$ cat config.mk
export PLATFORM = sky130hd
export DESIGN_NAME = top_pwm_alt_flat
export DESIGN_NICKNAME = d
export VERILOG_FILES = /design/src/rtl/top_pwm_alt_if.sv /design/src/rtl/top_pwm_alt.sv /design/src/flat_wrapper.sv
export SDC_FILE = /design/constraint.sdc
export NUM_CORES = 1
export LEC_CHECK = 0
export ABC_AREA = 1
export CAP_MARGIN = 0
export CORE_MARGIN = 1.5
export CORE_UTILIZATION = 60
export CTS_BUF_LIST = sky130_fd_sc_hd__clkbuf_4 sky130_fd_sc_hd__clkbuf_8 sky130_fd_sc_hd__clkbuf_16
export DETAILED_ROUTE_END_ITERATION = 12
export GPL_ROUTABILITY_DRIVEN = 0
export GPL_TIMING_DRIVEN = 0
export HOLD_SLACK_MARGIN = 0.02
export MAX_ROUTING_LAYER = met4
export PLACE_DENSITY_LB_ADDON = 0.12
export SLEW_MARGIN = 20
export SYNTH_ARGS = -nofsm -noshare
export SYNTH_HDL_FRONTEND = slang
export SYNTH_SLANG_ARGS = --single-unit
$ cat constraint.sdc
create_clock -name clk_i -period 5.7 [get_ports clk_i]
set_input_delay 1.425 -clock clk_i [delete_from_list [all_inputs] [get_ports clk_i]]
set_output_delay 1.425 -clock clk_i [all_outputs]
set_load 0.01 [all_outputs]
$ cat src/rtl/top_pwm_alt_if.sv
// Register bus for top_pwm_alt: byte address, write/read strobes and registered read data.
interface top_pwm_alt_if #(
    parameter int AW = 8,
    parameter int DW = 32
);
    logic [AW-1:0] addr_i;
    logic [DW-1:0] wr_data_i;
    logic          wr_en_i;
    logic          rd_en_i;
    logic [DW-1:0] rd_data_o;

    modport master (
        output addr_i,
        output wr_data_i,
        output wr_en_i,
        output rd_en_i,
        input  rd_data_o
    );

    modport slave (
        input  addr_i,
        input  wr_data_i,
        input  wr_en_i,
        input  rd_en_i,
        output rd_data_o
    );
endinterface

$ cat src/rtl/top_pwm_alt.sv
// Register-configured PWM with shadowed period/duty, glitch-free update at the counter wrap.
// Optional output polarity register at 0x0C when PWM_ALT_POLARITY_EN is defined.
module top_pwm_alt #(
    parameter int AW           = 8,
    parameter int DW           = 32,
    parameter int WIDTH_PERIOD = 16,
    parameter int WIDTH_DUTY   = 16
) (
    input  logic          clk_i,
    input  logic          rst_i,
    top_pwm_alt_if.slave  regs,
    output logic          pwm_out_o
);

    localparam logic [AW-1:0] A_CONFIG = AW'(8'h00);
    localparam logic [AW-1:0] A_STATUS = AW'(8'h04);
    localparam logic [AW-1:0] A_COUNT  = AW'(8'h08);
`ifdef PWM_ALT_POLARITY_EN
    localparam logic [AW-1:0] A_POL    = AW'(8'h0C);
`endif

    logic [WIDTH_PERIOD-1:0] r_per_sh;
    logic [WIDTH_PERIOD-1:0] r_per_act;
    logic [WIDTH_PERIOD-1:0] r_cnt;
    logic [WIDTH_DUTY-1:0]   r_duty_sh;
    logic [WIDTH_DUTY-1:0]   r_duty_act;
    logic                    r_cfg_err;
    logic                    r_upd_pend;
    logic                    r_pwm;
    logic [DW-1:0]           r_rd_data;

    logic [WIDTH_PERIOD-1:0] w_wr_per;
    logic [WIDTH_DUTY-1:0]   w_wr_duty;
    logic                    w_cfg_wr;
    logic                    w_cfg_ok;
    logic                    w_per_zero;
    logic                    w_wrap;
    logic                    w_load;
    logic                    w_pwm_raw;
    logic                    w_invert;
    logic [DW-1:0]           w_rd_mux;

    assign w_wr_per   = regs.wr_data_i[16 +: WIDTH_PERIOD];
    assign w_wr_duty  = regs.wr_data_i[0 +: WIDTH_DUTY];
    assign w_cfg_wr   = regs.wr_en_i && (regs.addr_i == A_CONFIG);
    assign w_cfg_ok   = DW'(w_wr_duty) <= DW'(w_wr_per);
    assign w_per_zero = (r_per_act == '0);
    assign w_wrap     = !w_per_zero && (r_cnt == r_per_act - WIDTH_PERIOD'(1));
    // Shadow moves to active at the wrap, or immediately when the PWM is idle.
    assign w_load     = r_upd_pend && (w_per_zero || w_wrap);
    assign w_pwm_raw  = !w_per_zero && (DW'(r_cnt) < DW'(r_duty_act));

`ifdef PWM_ALT_POLARITY_EN
    logic r_invert;

    always_ff @(posedge clk_i) begin
        if (rst_i) begin
            r_invert <= 1'b0;
        end else if (regs.wr_en_i && (regs.addr_i == A_POL)) begin
            r_invert <= regs.wr_data_i[0];
        end
    end

    assign w_invert = r_invert;
`else
    assign w_invert = 1'b0;
`endif

    always_comb begin
        w_rd_mux = '0;
        case (regs.addr_i)
            A_CONFIG: begin
                w_rd_mux[16 +: WIDTH_PERIOD] = r_per_sh;
                w_rd_mux[0 +: WIDTH_DUTY]    = r_duty_sh;
            end
            A_STATUS: begin
                w_rd_mux[1:0] = {r_upd_pend, r_cfg_err};
            end
            A_COUNT: begin
                w_rd_mux[WIDTH_PERIOD-1:0] = r_cnt;
            end
`ifdef PWM_ALT_POLARITY_EN
            A_POL: begin
                w_rd_mux[0] = r_invert;
            end
`endif
            default: begin
                w_rd_mux = '0;
            end
        endcase
    end

    always_ff @(posedge clk_i) begin
        if (rst_i) begin
            r_per_sh   <= '0;
            r_duty_sh  <= '0;
            r_cfg_err  <= 1'b0;
            r_upd_pend <= 1'b0;
        end else if (w_cfg_wr) begin
            if (w_cfg_ok) begin
                r_per_sh   <= w_wr_per;
                r_duty_sh  <= w_wr_duty;
                r_cfg_err  <= 1'b0;
                r_upd_pend <= 1'b1;
            end else begin
                r_cfg_err  <= 1'b1;
                if (w_load) begin
                    r_upd_pend <= 1'b0;
                end
            end
        end else if (w_load) begin
            r_upd_pend <= 1'b0;
        end
    end

    // A write landing on the wrap clock sets pending again, so it waits for the next wrap.
    always_ff @(posedge clk_i) begin
        if (rst_i) begin
            r_per_act  <= '0;
            r_duty_act <= '0;
        end else if (w_load) begin
            r_per_act  <= r_per_sh;
            r_duty_act <= r_duty_sh;
        end
    end

    always_ff @(posedge clk_i) begin
        if (rst_i) begin
            r_cnt <= '0;
            r_pwm <= 1'b0;
        end else begin
            r_pwm <= w_pwm_raw ^ w_invert;
            if (w_per_zero || w_wrap) begin
                r_cnt <= '0;
            end else begin
                r_cnt <= r_cnt + WIDTH_PERIOD'(1);
            end
        end
    end

    always_ff @(posedge clk_i) begin
        if (rst_i) begin
            r_rd_data <= '0;
        end else if (regs.rd_en_i) begin
            r_rd_data <= w_rd_mux;
        end
    end

    assign regs.rd_data_o = r_rd_data;
    assign pwm_out_o      = r_pwm;

endmodule

$ cat src/flat_wrapper.sv
// flat-port wrapper written by rule: the top's interface ports become plain ports
module top_pwm_alt_flat 
#(
    parameter int AW           = 8,
    parameter int DW           = 32,
    parameter int WIDTH_PERIOD = 16,
    parameter int WIDTH_DUTY   = 16
)
  (clk_i, rst_i, pwm_out_o, regs_addr_i, regs_wr_data_i, regs_wr_en_i, regs_rd_en_i, regs_rd_data_o);
  top_pwm_alt_if #(.AW(AW), .DW(DW)) regs_i ();
  input  logic clk_i;
  input  logic rst_i;
  output logic pwm_out_o;
  input wire logic [$bits(regs_i.addr_i)-1:0] regs_addr_i;
  input wire logic [$bits(regs_i.wr_data_i)-1:0] regs_wr_data_i;
  input wire logic [$bits(regs_i.wr_en_i)-1:0] regs_wr_en_i;
  input wire logic [$bits(regs_i.rd_en_i)-1:0] regs_rd_en_i;
  output wire logic [$bits(regs_i.rd_data_o)-1:0] regs_rd_data_o;
  assign regs_i.addr_i = regs_addr_i;
  assign regs_i.wr_data_i = regs_wr_data_i;
  assign regs_i.wr_en_i = regs_wr_en_i;
  assign regs_i.rd_en_i = regs_rd_en_i;
  assign regs_rd_data_o = regs_i.rd_data_o;
  top_pwm_alt #(.AW(AW), .DW(DW), .WIDTH_PERIOD(WIDTH_PERIOD), .WIDTH_DUTY(WIDTH_DUTY)) u_core (.clk_i(clk_i), .rst_i(rst_i), .regs(regs_i), .pwm_out_o(pwm_out_o));
endmodule
# [After elaboration in Yosys (flattened, before gate mapping)]
# Index checks and enable logic that the tools add are counted.
[classes] eq_ne=3 addsub=2 order_cmp=2 reduce_logical=10 muxes=7
[op_table] cell="$pmux 14 s2" n=1
[op_table] cell="$add 16x1->16 const B" n=1
[op_table] cell="$eq 16x16->1" n=1
[op_table] cell="$le 16x16->1" n=1
[op_table] cell="$logic_not 16->1" n=1
[op_table] cell="$lt 16x16->1" n=1
[op_table] cell="$mux 16" n=1
[op_table] cell="$sub 16x1->16 const B" n=1
[op_table] cell="$eq 8x3->1 const B" n=1
[op_table] cell="$eq 8x4->1 const B" n=1
[op_table] cell="$logic_not 8->1" n=1
[op_table] cell="$pmux 2 s3" n=1
[op_table] cell="$logic_and 1x1->1" n=4
[op_table] cell="$mux 1" n=4
[op_table] cell="$reduce_and 2->1" n=1
[op_table] cell="$reduce_or 2->1" n=1
[op_table] cell="$logic_not 1->1" n=1
[op_table] cell="$logic_or 1x1->1" n=1
[word_totals] output_inout_bits=33 word_cells=33 inputBits=44 reg_bits=115

# [Longest topological paths before layout]
[logic_depth] word_depth=8 depth_mapped=18 depth_no_buf=17

# [Worst setup path after synthesis]
# Ideal clock, no wire load.
[synth_timing] path_type="input port to flip-flop" startpoint="input port regs_wr_data_i[17]" endpoint="register u_core.r_upd_pend" setup_ps=133 n_path_buf=1 cell_stages=13 required_ps=5567 path_slack_ps=2655 arrival_time_ps=2912 path_cell_list="inv_1 -> ha_1 -> inv_1 -> nor2_1 -> nor2_1 -> o21a_1 -> o221ai_1 -> nand2_1 -> nand2_1 -> nand2_1 -> nand3_1 -> clkbuf_1 -> o21ai_0"
[synth_via] elab_chain_len=3
[synth_lines] item="from (decl)" line_no="flat_wrapper.sv:15" text="input wire logic [$bits(regs_i.wr_data_i)-1:0] regs_wr_data_i;"
[synth_lines] item="$le 16x16->1" line_no="top_pwm_alt.sv:46" text="assign w_cfg_ok = DW'(w_wr_duty) <= DW'(w_wr_per);"
[synth_lines] item="$mux 1" line_no="top_pwm_alt.sv:100" text="if (w_cfg_ok) begin"
[synth_lines] item="$mux 1" line_no="top_pwm_alt.sv:99" text="end else if (w_cfg_wr) begin"
[synth_lines] item="to (signal assigned)" line_no="top_pwm_alt.sv:98" text="r_upd_pend <= 1'b0;"
[synth_lines] item="to (signal assigned)" line_no="top_pwm_alt.sv:104" text="r_upd_pend <= 1'b1;"
[synth_lines] item="to (signal assigned)" line_no="top_pwm_alt.sv:108" text="r_upd_pend <= 1'b0;"
[synth_lines] item="to (decl)" line_no="top_pwm_alt.sv:28" text="logic r_upd_pend;"
# Every way passes these cells.
# A chain may end at the register's enable or synchronous reset.

# [Final worst setup path]
[layout_timing] startpoint="input port regs_wr_data_i[29]" endpoint="register u_core.r_per_sh[13]"
[layout_via] elab_chain_len=2
[layout_lines] item="$le 16x16->1" line_no="top_pwm_alt.sv:46"
[layout_lines] item="$reduce_and 2->1 (no line)"
[layout_lines] item="to (signal assigned)" line_no="top_pwm_alt.sv:101" text="r_per_sh <= w_wr_per;"
[layout_lines] item="to (decl)" line_no="top_pwm_alt.sv:22" text="logic [WIDTH_PERIOD-1:0] r_per_sh;"
# Several ways; a longest one is shown, not always the timed one.

==> impl_metrics.json <==
{
  "num_antenna_cells": 0,
  "nets": 1051,
  "clock_sinks": 115,
  "hpwl_um": 13000,
  "hp-class": "reg2reg",
  "hold_depth": 2,
  "max_freq_mhz": 268,
  "end_kind": "register",
  "grtUsageMet2": 0.602,
  "ys_warn_count": 0,
  "grt-ovfl-total": 0,
  "timing.final.max_slew_violations": 0,
  "tritoncts": "yes",
  "final.setup.tns_ps": 0,
  "dr.pass1.iters": 6,
  "critPathKind": "in2reg",
  "status": "completed",
  "die-area_um2": 10500,
  "synth.mux.area_fraction": 0,
  "critPathLaunchType": "primary input",
  "drtAntennaViolNets": 0,
  "crit_path_max_fanout": 10,
  "switchingPower_uw": 467,
  "finalSetupViolations": 0,
  "async_flop_share": 0,
  "cp_slowest_cell": "clkdlybuf4s50_1",
  "path_common_cell": "nand2_1",
  "cts_buffers": 17,
  "grt_pass1_vias": 5970,
  "combPwrFrac": 0.065,
  "h-tree-depth": 4,
  "antenna_found_initial": 0,
  "reg2reg_setup_slack_ps": 3280,
  "synth_top_family_by_area": "simple AND/OR/NAND/NOR gates",
  "cts.repair.resized": 0,
  "fillers": 718,
  "cap_viol_max_count": 0,
  "rsz0062_at_grt": "false",
  "p_leak_nw": 3.61,
  "hp-start": "u_core.r_duty_sh[13]",
  "dp_cells": 1088,
  "synth-compound-area-share": 0.0967,
  "cpPeakStageDelay_ps": 450,
  "grt.busiest_layer": "met2",
  "skew_ps": 9.12,
  "grt_use_met3": 0.0862,
  "synth_fp_nets": 957,
  "io_buffer_count": 75,
  "drtIter0Drc": 512,
  "synth-seq-area-share": 0.388,
  "p_sw_frac": 0.219,
  "critPathArrivalTime_ps": 4160,
  "synthAdderAreaFrac": 0.0695,
  "clock_latency_ps": 530,
  "synth_xor_area_frac": 0.0251,
  "grt_max_degree": 17,
  "fin_crit_ps": 3730,
  "root_buffer": "clkbuf_8",
  "synth_seq_cells": 115,
  "cp_cell_sequence": "clkdlybuf4s50_1, inv_1, ha_1, a21oi_1, nor2_1, nor4_1, nand2_1, nand2_1, nand3_1, clkbuf_1, o21ai_0",
  "area.growth.synth_to_final_pct": 26.5,
  "worstMarginPinSlew_ps": 663,
  "required_ps": 6130,
  "synth-simple-area-share": 0.323,
  "use_met1": 0.409,
  "clockBufferDepth": 2,
  "track_usage": 0.361,
  "power_density_nw_per_um2": 284,
  "post-cts-setup-buffers": 0,
  "routed_via_density": 5.58,
  "fp.dieW_um": 102,
  "ctsHoldBuffers": 0,
  "drc": 0,
  "hold_viol": 0,
  "synth_edf_count": 0,
  "r2r_cells": 14,
  "vdd.ir_drop.worst_uv": 210,
  "initial_utilization": 0.613,
  "vias": 6253,
  "num_rows": 36,
  "core_um2": 9680,
  "grt_pass1_wl_um": 27900,
  "die_h_um": 102,
  "wl_per_cell_um": 15.9,
  "syn_area_um2": 5940,
  "ios": 77,
  "maxSlewHeadroom": 0.547,
  "fin_crit_sh": 0.655,
  "netlist_instances": 880,
  "p_int_mw": 1.67,
  "r2r-end": "u_core.r_per_act[4]",
  "clk_pin_slew_ps": 60,
  "clockPowerShare": 0.551,
  "syn_area_per_cell_um2": 6.75,
  "finalWirelength_um": 17800,
  "hold_path_end": "u_core.r_duty_sh[13]",
  "instances_no_fill": 1120,
  "drive_above_1_share": 0.0527,
  "ys_types": 33,
  "pwr-share-seq": 0.384,
  "ys.flop_type": "dfxtp_1",
  "r2r-start": "u_core.r_per_act[0]"
}
==> power by group through the flow <==
stage / combinational [mW] / sequential, mW / clock [mW]
after global routing: 0.151 / 0.822 / 1.21
after global placement: 0.130 / 0.838 / 0
after CTS: 0.137 / 0.821 / 1.17
after floorplan: 0.0582 / 0.842 / 0
after detailed placement: 0.135 / 0.838 / 0
final: 0.139 / 0.821 / 1.18
==> metal layers <==
metal,vias up,wire length (µm)
met3,74,1470
met4,0,745
met5,-,0
met2,361,8600
li1,2992,-
met1,2826,7020
==> cell type report <==
class / instances / area (µm²) / area share
Sequential cell: 115 / 2300 / 0.306
Inverter: 111 / 417 / 0.0555
Clock inverter: 12 / 203 / 0.0270
Multi-Input combinational cell: 619 / 3060 / 0.407
Timing Repair Buffer: 75 / 751 / 0.0999
Tap cell: 133 / 166 / 0.0222
Buffer: 35 / 163 / 0.0217
Clock buffer: 20 / 455 / 0.0606
==> state kept, by name, indices dropped and copies added, names as in the netlist <==
signal and flops:
u_core.r_per_sh 16, u_core.r_cfg_err 1, u_core.pwm_out_o 1, u_core.r_cnt 16
u_core.r_duty_act 16, u_core.r_upd_pend 1, u_core.r_duty_sh 16, u_core.r_per_act 16
u_core.regs.rd_data_o 32
==> cells in the mapped netlist, drive strengths merged (2+ instances only) <==
library cell,count,area (µm²)
nand2,214,818
nor2,149,584
dfxtp,115,2300
inv,110,413
o21ai,67,335
nand3,57,285
a21oi,34,170
ha,33,413
clkbuf,24,90.1
nand4,21,131
nor3,13,65.1
buf,11,72.6
xor2,9,78.8
xnor2,8,70.1
nand3b,3,22.5
nor4,2,12.5
o221ai,2,17.5
==> through the flow <==
step	power [mW]	hold WS [ps]	setup WS (ps)	util	cell area [µm²]
2_1_floorplan	0.900	441	2660	-	5940
3_3_place_gp	0.968	458	1750	0.708	6850
3_5_place_dp	0.973	479	1580	0.708	6850
4_1_cts	2.13	488	2020	0.776	7510
5_1_grt	2.18	504	1850	0.776	7510
6_report	2.14	497	1970	0.776	7510
==> worst max-delay path, delay by kind of cell <==
family	cells	cell delay (ps)
adders and majority gates	1	280
AOI/OAI and AO/OA	2	450
and+or+nand+nor	5	1140
buffers and inverters	3	830
==> layout by cell type (no fill, tap or decap), types with 4 or more instances in the layout <==
cell | synthesis | routed
a21oi_1 | 34 | 34
buf_2 | 4 | 4
bufinv_16 | 0 | 5
clkbuf_1 | 24 | 24
clkbuf_16 | 0 | 16
clkbuf_8 | 0 | 4
clkdlybuf4s50_1 | 0 | 75
clkinvlp_4 | 0 | 4
dfxtp_1 | 115 | 115
ha_1 | 33 | 33
inv_1 | 108 | 108
nand2_1 | 210 | 210
nand3_1 | 57 | 57
nand4_1 | 21 | 21
nor2_1 | 143 | 143
nor2_2 | 4 | 4
nor3_1 | 13 | 13
o21ai_0 | 67 | 67
xnor2_1 | 8 | 8
xor2_1 | 9 | 9
==> worst max-delay path by stage <==
| stage | startpoint | to | slack (ps) |
|---|---|---|---|
| 6_report | regs_wr_data_i[29] | u_core.r_per_sh[13] | 1970 |
| 5_1_grt | regs_wr_data_i[27] | u_core.r_per_sh[13] | 1850 |
| 4_1_cts | regs_wr_data_i[29] | u_core.r_per_sh[13] | 2020 |
| 3_5_place_dp | regs_wr_data_i[29] | u_core.r_per_sh[13] | 1580 |
| 3_3_place_gp | regs_wr_data_i[29] | u_core.r_per_sh[11] | 1750 |
| 2_1_floorplan | regs_wr_data_i[17] | u_core.r_upd_pend | 2660 |
==> cells by family after synthesis <==
| group | Yosys count |
|---|---|
| flip-flops | 115 |
| buffers and inverters | 146 |
| adder cells (fa/ha/maj) | 33 |
| XOR/XNOR | 17 |
| AND/OR/NAND/NOR | 459 |
| AO/OA/AOI/OAI | 110 |
(Power assumes the default switching activity.)
